## config.mk

```make
export PLATFORM = sky130hd
export DESIGN_NAME = gcd_stream
export DESIGN_NICKNAME = d
export VERILOG_FILES = /design/src/rtl/gcd_pkg.sv /design/src/rtl/gcd_step.sv /design/src/rtl/gcd_stream.sv
export SDC_FILE = /design/constraint.sdc
export NUM_CORES = 1
export LEC_CHECK = 0
export CAP_MARGIN = 20
export CELL_PAD_IN_SITES_DETAIL_PLACEMENT = 0
export CELL_PAD_IN_SITES_GLOBAL_PLACEMENT = 1
export CORE_ASPECT_RATIO = 1.5
export CORE_UTILIZATION = 40
export DETAILED_ROUTE_END_ITERATION = 8
export PLACE_DENSITY = 0.8
export SLEW_MARGIN = 10
export SYNTH_ARGS = -nofsm -noshare
export SYNTH_HDL_FRONTEND = slang
export SYNTH_SLANG_ARGS = --single-unit
```

## constraint.sdc

```tcl
create_clock -name sys_clk -period 7 [get_ports sys_clk]
set_clock_uncertainty 0.2 [all_clocks]
set_input_delay 1.75 -clock sys_clk [delete_from_list [all_inputs] [get_ports sys_clk]]
set_output_delay 1.75 -clock sys_clk [all_outputs]
set_load 0.02 [all_outputs]
```

## src/rtl/gcd_pkg.sv

```systemverilog
// Shared types and helpers for the streaming binary-GCD engine.
package gcd_pkg;

    typedef enum logic [2:0] {
        IDLE  = 3'd0,
        STRIP = 3'd1,
        NORM  = 3'd2,
        LOOP  = 3'd3,
        DONE  = 3'd4
    } gcd_state_t;

    // Worst-case accept-to-result cycle count for a given operand width.
    function automatic int gcd_lat_max(input int w);
        return 4 * w + 4;
    endfunction

endpackage

```

## src/rtl/gcd_step.sv

```systemverilog
// One combinational iteration of the Stein loop on an odd ra and arbitrary rb.
module gcd_step #(
    parameter int WIDTH = 32
) (
    input  logic [WIDTH-1:0] ra,
    input  logic [WIDTH-1:0] rb,
    output logic [WIDTH-1:0] ra_next,
    output logic [WIDTH-1:0] rb_next,
    output logic             rb_zero
);

    // ra is kept odd, so swapping on ra>rb keeps both subtractions non-negative.
    always_comb begin
        rb_zero = (rb == '0);
        ra_next = ra;
        rb_next = rb;
        if (!rb_zero) begin
            if (!rb[0]) begin
                rb_next = rb >> 1;
            end else if (ra > rb) begin
                ra_next = rb;
                rb_next = ra - rb;
            end else begin
                rb_next = rb - ra;
            end
        end
    end

endmodule

```

## src/rtl/gcd_stream.sv

```systemverilog
// Handshaked, width-generic binary GCD engine with per-operation cycle count.
module gcd_stream
    import gcd_pkg::*;
#(
    parameter int WIDTH = 32,
    parameter int CNT_W = $clog2(gcd_lat_max(WIDTH) + 4)
) (
    input  logic             sys_clk,
    input  logic             sys_rst_n,
    input  logic             in_valid,
    output logic             in_ready,
    input  logic [WIDTH-1:0] a,
    input  logic [WIDTH-1:0] b,
    output logic             out_valid,
    input  logic             out_ready,
    output logic [WIDTH-1:0] return_val,
    output logic [CNT_W-1:0] cycles,
    output logic             busy
);

    localparam int K_W = $clog2(WIDTH + 1);

    gcd_state_t       state;
    gcd_state_t       state_next;
    logic [WIDTH-1:0] ra;
    logic [WIDTH-1:0] rb;
    logic [K_W-1:0]   k;
    logic [CNT_W-1:0] cnt;
    logic [WIDTH-1:0] ra_next;
    logic [WIDTH-1:0] rb_next;
    logic             rb_zero;
    logic             accept;
    logic             zero_operand;

    assign accept       = in_valid && in_ready;
    assign zero_operand = (a == '0) || (b == '0);

    gcd_step #(.WIDTH(WIDTH)) u_step (
        .ra      (ra),
        .rb      (rb),
        .ra_next (ra_next),
        .rb_next (rb_next),
        .rb_zero (rb_zero)
    );

    always_ff @(posedge sys_clk or negedge sys_rst_n) begin
        if (!sys_rst_n) begin
            state <= IDLE;
        end else begin
            state <= state_next;
        end
    end

    always_comb begin
        state_next = state;
        case (state)
            IDLE:    if (accept) state_next = zero_operand ? DONE : STRIP;
            STRIP:   if (ra[0] | rb[0]) state_next = NORM;
            NORM:    if (ra[0]) state_next = LOOP;
            LOOP:    if (rb_zero) state_next = DONE;
            DONE:    if (out_ready) state_next = IDLE;
            default: state_next = IDLE;
        endcase
    end

    always_comb begin
        in_ready = (state == IDLE);
        busy     = (state != IDLE);
    end

    // Results and the cycle count are captured once and held until the consumer takes them.
    always_ff @(posedge sys_clk or negedge sys_rst_n) begin
        if (!sys_rst_n) begin
            ra         <= '0;
            rb         <= '0;
            k          <= '0;
            cnt        <= '0;
            return_val <= '0;
            cycles     <= '0;
            out_valid  <= 1'b0;
        end else begin
            case (state)
                IDLE: begin
                    if (accept) begin
                        if (zero_operand) begin
                            return_val <= a | b;
                            cycles     <= CNT_W'(1);
                            out_valid  <= 1'b1;
                        end else begin
                            ra  <= a;
                            rb  <= b;
                            k   <= '0;
                            cnt <= CNT_W'(1);
                        end
                    end
                end
                STRIP: begin
                    cnt <= cnt + 1'b1;
                    if (!(ra[0] | rb[0])) begin
                        ra <= ra >> 1;
                        rb <= rb >> 1;
                        k  <= k + 1'b1;
                    end
                end
                NORM: begin
                    cnt <= cnt + 1'b1;
                    if (!ra[0]) begin
                        ra <= ra >> 1;
                    end
                end
                LOOP: begin
                    cnt <= cnt + 1'b1;
                    if (rb_zero) begin
                        return_val <= ra << k;
                        cycles     <= cnt;
                        out_valid  <= 1'b1;
                    end else begin
                        ra <= ra_next;
                        rb <= rb_next;
                    end
                end
                DONE: begin
                    if (out_ready) begin
                        out_valid <= 1'b0;
                    end
                end
                default: begin
                    out_valid <= 1'b0;
                end
            endcase
        end
    end

endmodule

```

==> run summary <==
The run finished, with violations left. The checks that failed: design-rule violations. TritonCTS built the clock tree. The aggregate negative setup slack was 0 ps.

After synthesis the netlist holds a flip-flop and latch count of 122. The critical path required time is 7140 ps, and the quantity of gates resized following cts is 0. The die outline area was 28500 sq um. The worst hold path terminates at out_valid.

In the final layout, flip-flops and latches occupy 3050 sq um. Max-slew violation count: 0. By count the netlist is led by o21ai_0 (167), a21oi_1 (149), nand2_1 (139). The buffers plus inverters on the worst setup path is 3. STA classifies the critical path startpoint as a flop. The synthesized design contains 0 enable-type register cells. The all-layer global routing usage came out at 30.2%.

During synthesis, Yosys emitted a total of 0 warnings. Once the floorplan was initialized, standard cells occupied 40.7% of the core. The layout has 2687 filler cells. The longest clock path from root to sink contains 2 buffers.

For the total clock sinks, the log shows 122. The number of buffers added on ports was 110. The number of global-route vias before repair was 11100; the share of layout cells above drive strength 1 was 6.38%.

Setup repair after global routing left no endpoint under its margin. The global-route wire length before repair is 65.6 mm. The area share of the leading cell type in the synthesized netlist came out at 27.5%. Summed over all instances, the cell type with the most area after synthesis is dfrtp_1. The cell sitting at the root of the clock tree is a clkbuf_16.

The run gives 0 as the global route total overflow. Standard cell with the maximum stage delay on the critical path: a311oi_1. The tool flagged a number of max-cap violations equal to 0. The final hold violation count was 0; the synthesized area divided by synthesized cell count was 7.78 sq um.

The total number of cells along the worst setup path works out to 14. Most frequently used cell type in the post-synthesis netlist: o21ai_0. The tools report the number of cell rows as 74. The slew of the pin with the lowest slew margin is 1020 ps, and the smallest hold slack is 284 ps.

The logs give 12400 sq um for the placement-stage cell area and 28 for the post-route DRC violation count. For the standby leakage power, the log shows 5.54 nW. Counting I/O delays and the setup requirement, the final critical path takes 4970 ps.

The top fanout value on the critical path is 26. The run gives 0.201 GHz as the peak clock frequency supported by timing. Measured along the y axis, the die boundary spans 206 um. For the sequential fraction of the synthesis area, the log shows 27.5%.

The ratio of total power to cell area is 127 nW/um^2, and the minimum setup slack among reg-to-reg paths is 2030 ps. Worst relative slew slack: 32.3%. The number of nets handed over by synthesis was 1564. In the synthesized netlist the dominant register cell turns out to be dfrtp_1. The tools report the number of nets in the layout as 1613.

The critical path starts at ra[0]. The share of flip-flops with an asynchronous set or reset after synthesis works out to 100%. The worst-case vdd ir drop was 160 uV; the combined area of the multi-input logic cells was 7300 sq um. The run gives 42.7 mm as the routed wire length. The logs give 5110 ps for the arrival time reported for the critical path endpoint and 17 for the CTS buffer count.

The remaining number of nets flagged by the antenna check after routing came out at 0. The tools report the number of buffers added for setup after CTS as 0. Routability-driven placement finished with a final weighted congestion of 0.940. Using the TritonRoute via totals, the vias-per-cell ratio works out to 6.27. The worst setup path is captured at a flop. The critical path in this run is classified as flop to flop. The reg-to-reg startpoint is ra[0]. The path class of the tightest hold or removal check is flop to flop. Relative to the synthesized area, the layout overhead comes to 16.7%.

Entering global routing, the biggest net connects 65 pins. In the post-synthesis netlist, the biggest area contributors are dfrtp_1 (27%), o21ai_0 (7.5%), ha_1 (7.4%), a21oi_1 (6.7%), mux2i_1 (5.1%). The H-tree was split into 4 levels.

Setup violations remaining at the end of the flow were counted as 0. Clock-pin slew was measured on the worst setup and hold paths at 60 ps. For this design, the CTS-stage hold fixing added 0 buffers. The kind of cell adding the most delay to the critical path was compound AO/OA/AOI/OAI gates. The tools report the startpoint of the most critical hold path as out_valid.

The number of antenna violations at the first check in global routing is 1. The number of cells on the worst hold path is 2. The logs give 9 for the detailed-router iteration count before antenna repair and 11500 for the via count. 111 I/O pins were placed. The delay of the slowest critical-path stage was 740 ps; the HPWL after detailed placement was 33.6 mm. The tools report the iteration-0 DRC count of the detailed router as 1090. The run gives 27300 sq um as the area inside the core boundary. The portion of the clock cycle consumed by the worst path in the final layout came out at 70.9%.

Walking the worst path, the cells encountered are inv_1, ha_1, inv_1, fa_1, a211oi_1, o211ai_1, a311oi_1, nor3_1, o21ai_4, buf_4, mux2i_1, xor2_1, mux2i_1, o221ai_1. The floorplan step set the die width to 138 um. The run gives 1428 as the cell count after synthesis.

In this run, distinct cell masters in the synthesized netlist total 71. The depth of the most critical reg-to-reg path is 14, and the average wire per standard cell is 23.3 um. The latest clock arrival within the worst-skew pair was 440 ps; the total standard cell area after synthesis was 11100 sq um.

The design area was 13000 sq um. End of the worst register-to-register path: rb[23].
## worst register-to-register path, cell delays in order, from the launching register on
cell,delay (ps)
dfrtp_1,490
inv_1,150
ha_1,180
inv_1,60
fa_1,420
a211oi_1,380
o211ai_1,210
a311oi_1,740
nor3_1,250
o21ai_4,610
buf_4,440
mux2i_1,270
xor2_1,200
mux2i_1,90
o221ai_1,190
## how the worst max path moves through the flow
stage / slack, ps / end
5_1_grt: 1630 / ra[27]
6_report: 2030 / rb[23]
4_1_cts: 2020 / rb[23]
3_5_place_dp: 1690 / return_val[14]
3_3_place_gp: 1820 / return_val[25]
2_1_floorplan: 3030 / rb[27]
## per-stage QoR
step / util [%] / total power, mW / setup slack, ps / std cells
2_1_floorplan: - / 0.730 / 3030 / 1428
3_3_place_gp: 45.4 / 0.810 / 1820 / 1799
3_5_place_dp: 45.4 / 0.810 / 1690 / 1799
4_1_cts: 47.4 / 1.65 / 2020 / 1831
5_1_grt: 47.5 / 1.69 / 1630 / 1833
6_report: 47.5 / 1.64 / 2030 / 1833
## registers in the layout, summed over array words and instances (netlist names)
signal and flops:
out_valid 1, state 3, k 6, ra 32, cnt 8, return_val 32
rb 32, cycles 8
## cells by family after synthesis
kind of cell             Yosys count  synth area share (%)
AO/OA/AOI/OAI                    550                  31.4
XOR/XNOR                          30                  2.36
adder cells (fa/ha/maj)           68                  7.79
buffers and inverters            194                  7.10
flip-flops                       122                  27.5
multiplexers                      74                  7.77
AND/OR/NAND/NOR                  390                  16.1
## power by group
part           total, mW  switching [mW]  leakage [nW]  internal, mW
Combinational     0.0930          0.0533          3.72        0.0397
Sequential         0.706               0          1.56         0.705
Clock              0.845           0.349         0.268         0.496
Total               1.64           0.402          5.54          1.24
## cell type report
| cell class | instances | area share [%] |
|---|---|---|
| Inverter | 88 | 2.55 |
| Clock buffer | 18 | 3.39 |
| Sequential cell | 122 | 23.6 |
| Multi-Input combinational cell | 1112 | 56.3 |
| Clock inverter | 14 | 0.955 |
| Antenna cell | 1 | 0.0193 |
| Tap cell | 342 | 3.30 |
| Timing Repair Buffer | 136 | 9.98 |
## routing by layer
layer	routed length [um]	vias up	global-route usage (%)	part of all wire [%]
met5	0	-	0	0
met1	17100	5476	36.5	40
met3	2620	109	3.43	6.1
li1	-	5377	-	-
met2	20900	529	53.3	49
met4	2040	0	15.0	4.8
## layout by cell type (no fill, tap or decap), types with 23 or more instances in the layout
cell	n
a21o_1	27
a21oi_1	148
a222oi_1	30
buf_4	26
clkdlybuf4s50_1	109
dfrtp_1	121
ha_1	66
inv_1	88
mux2i_1	57
nand2_1	139
nand3_1	23
nor2_1	101
nor3_1	26
nor4_1	26
o21ai_0	166
(Power assumes the default switching activity.)
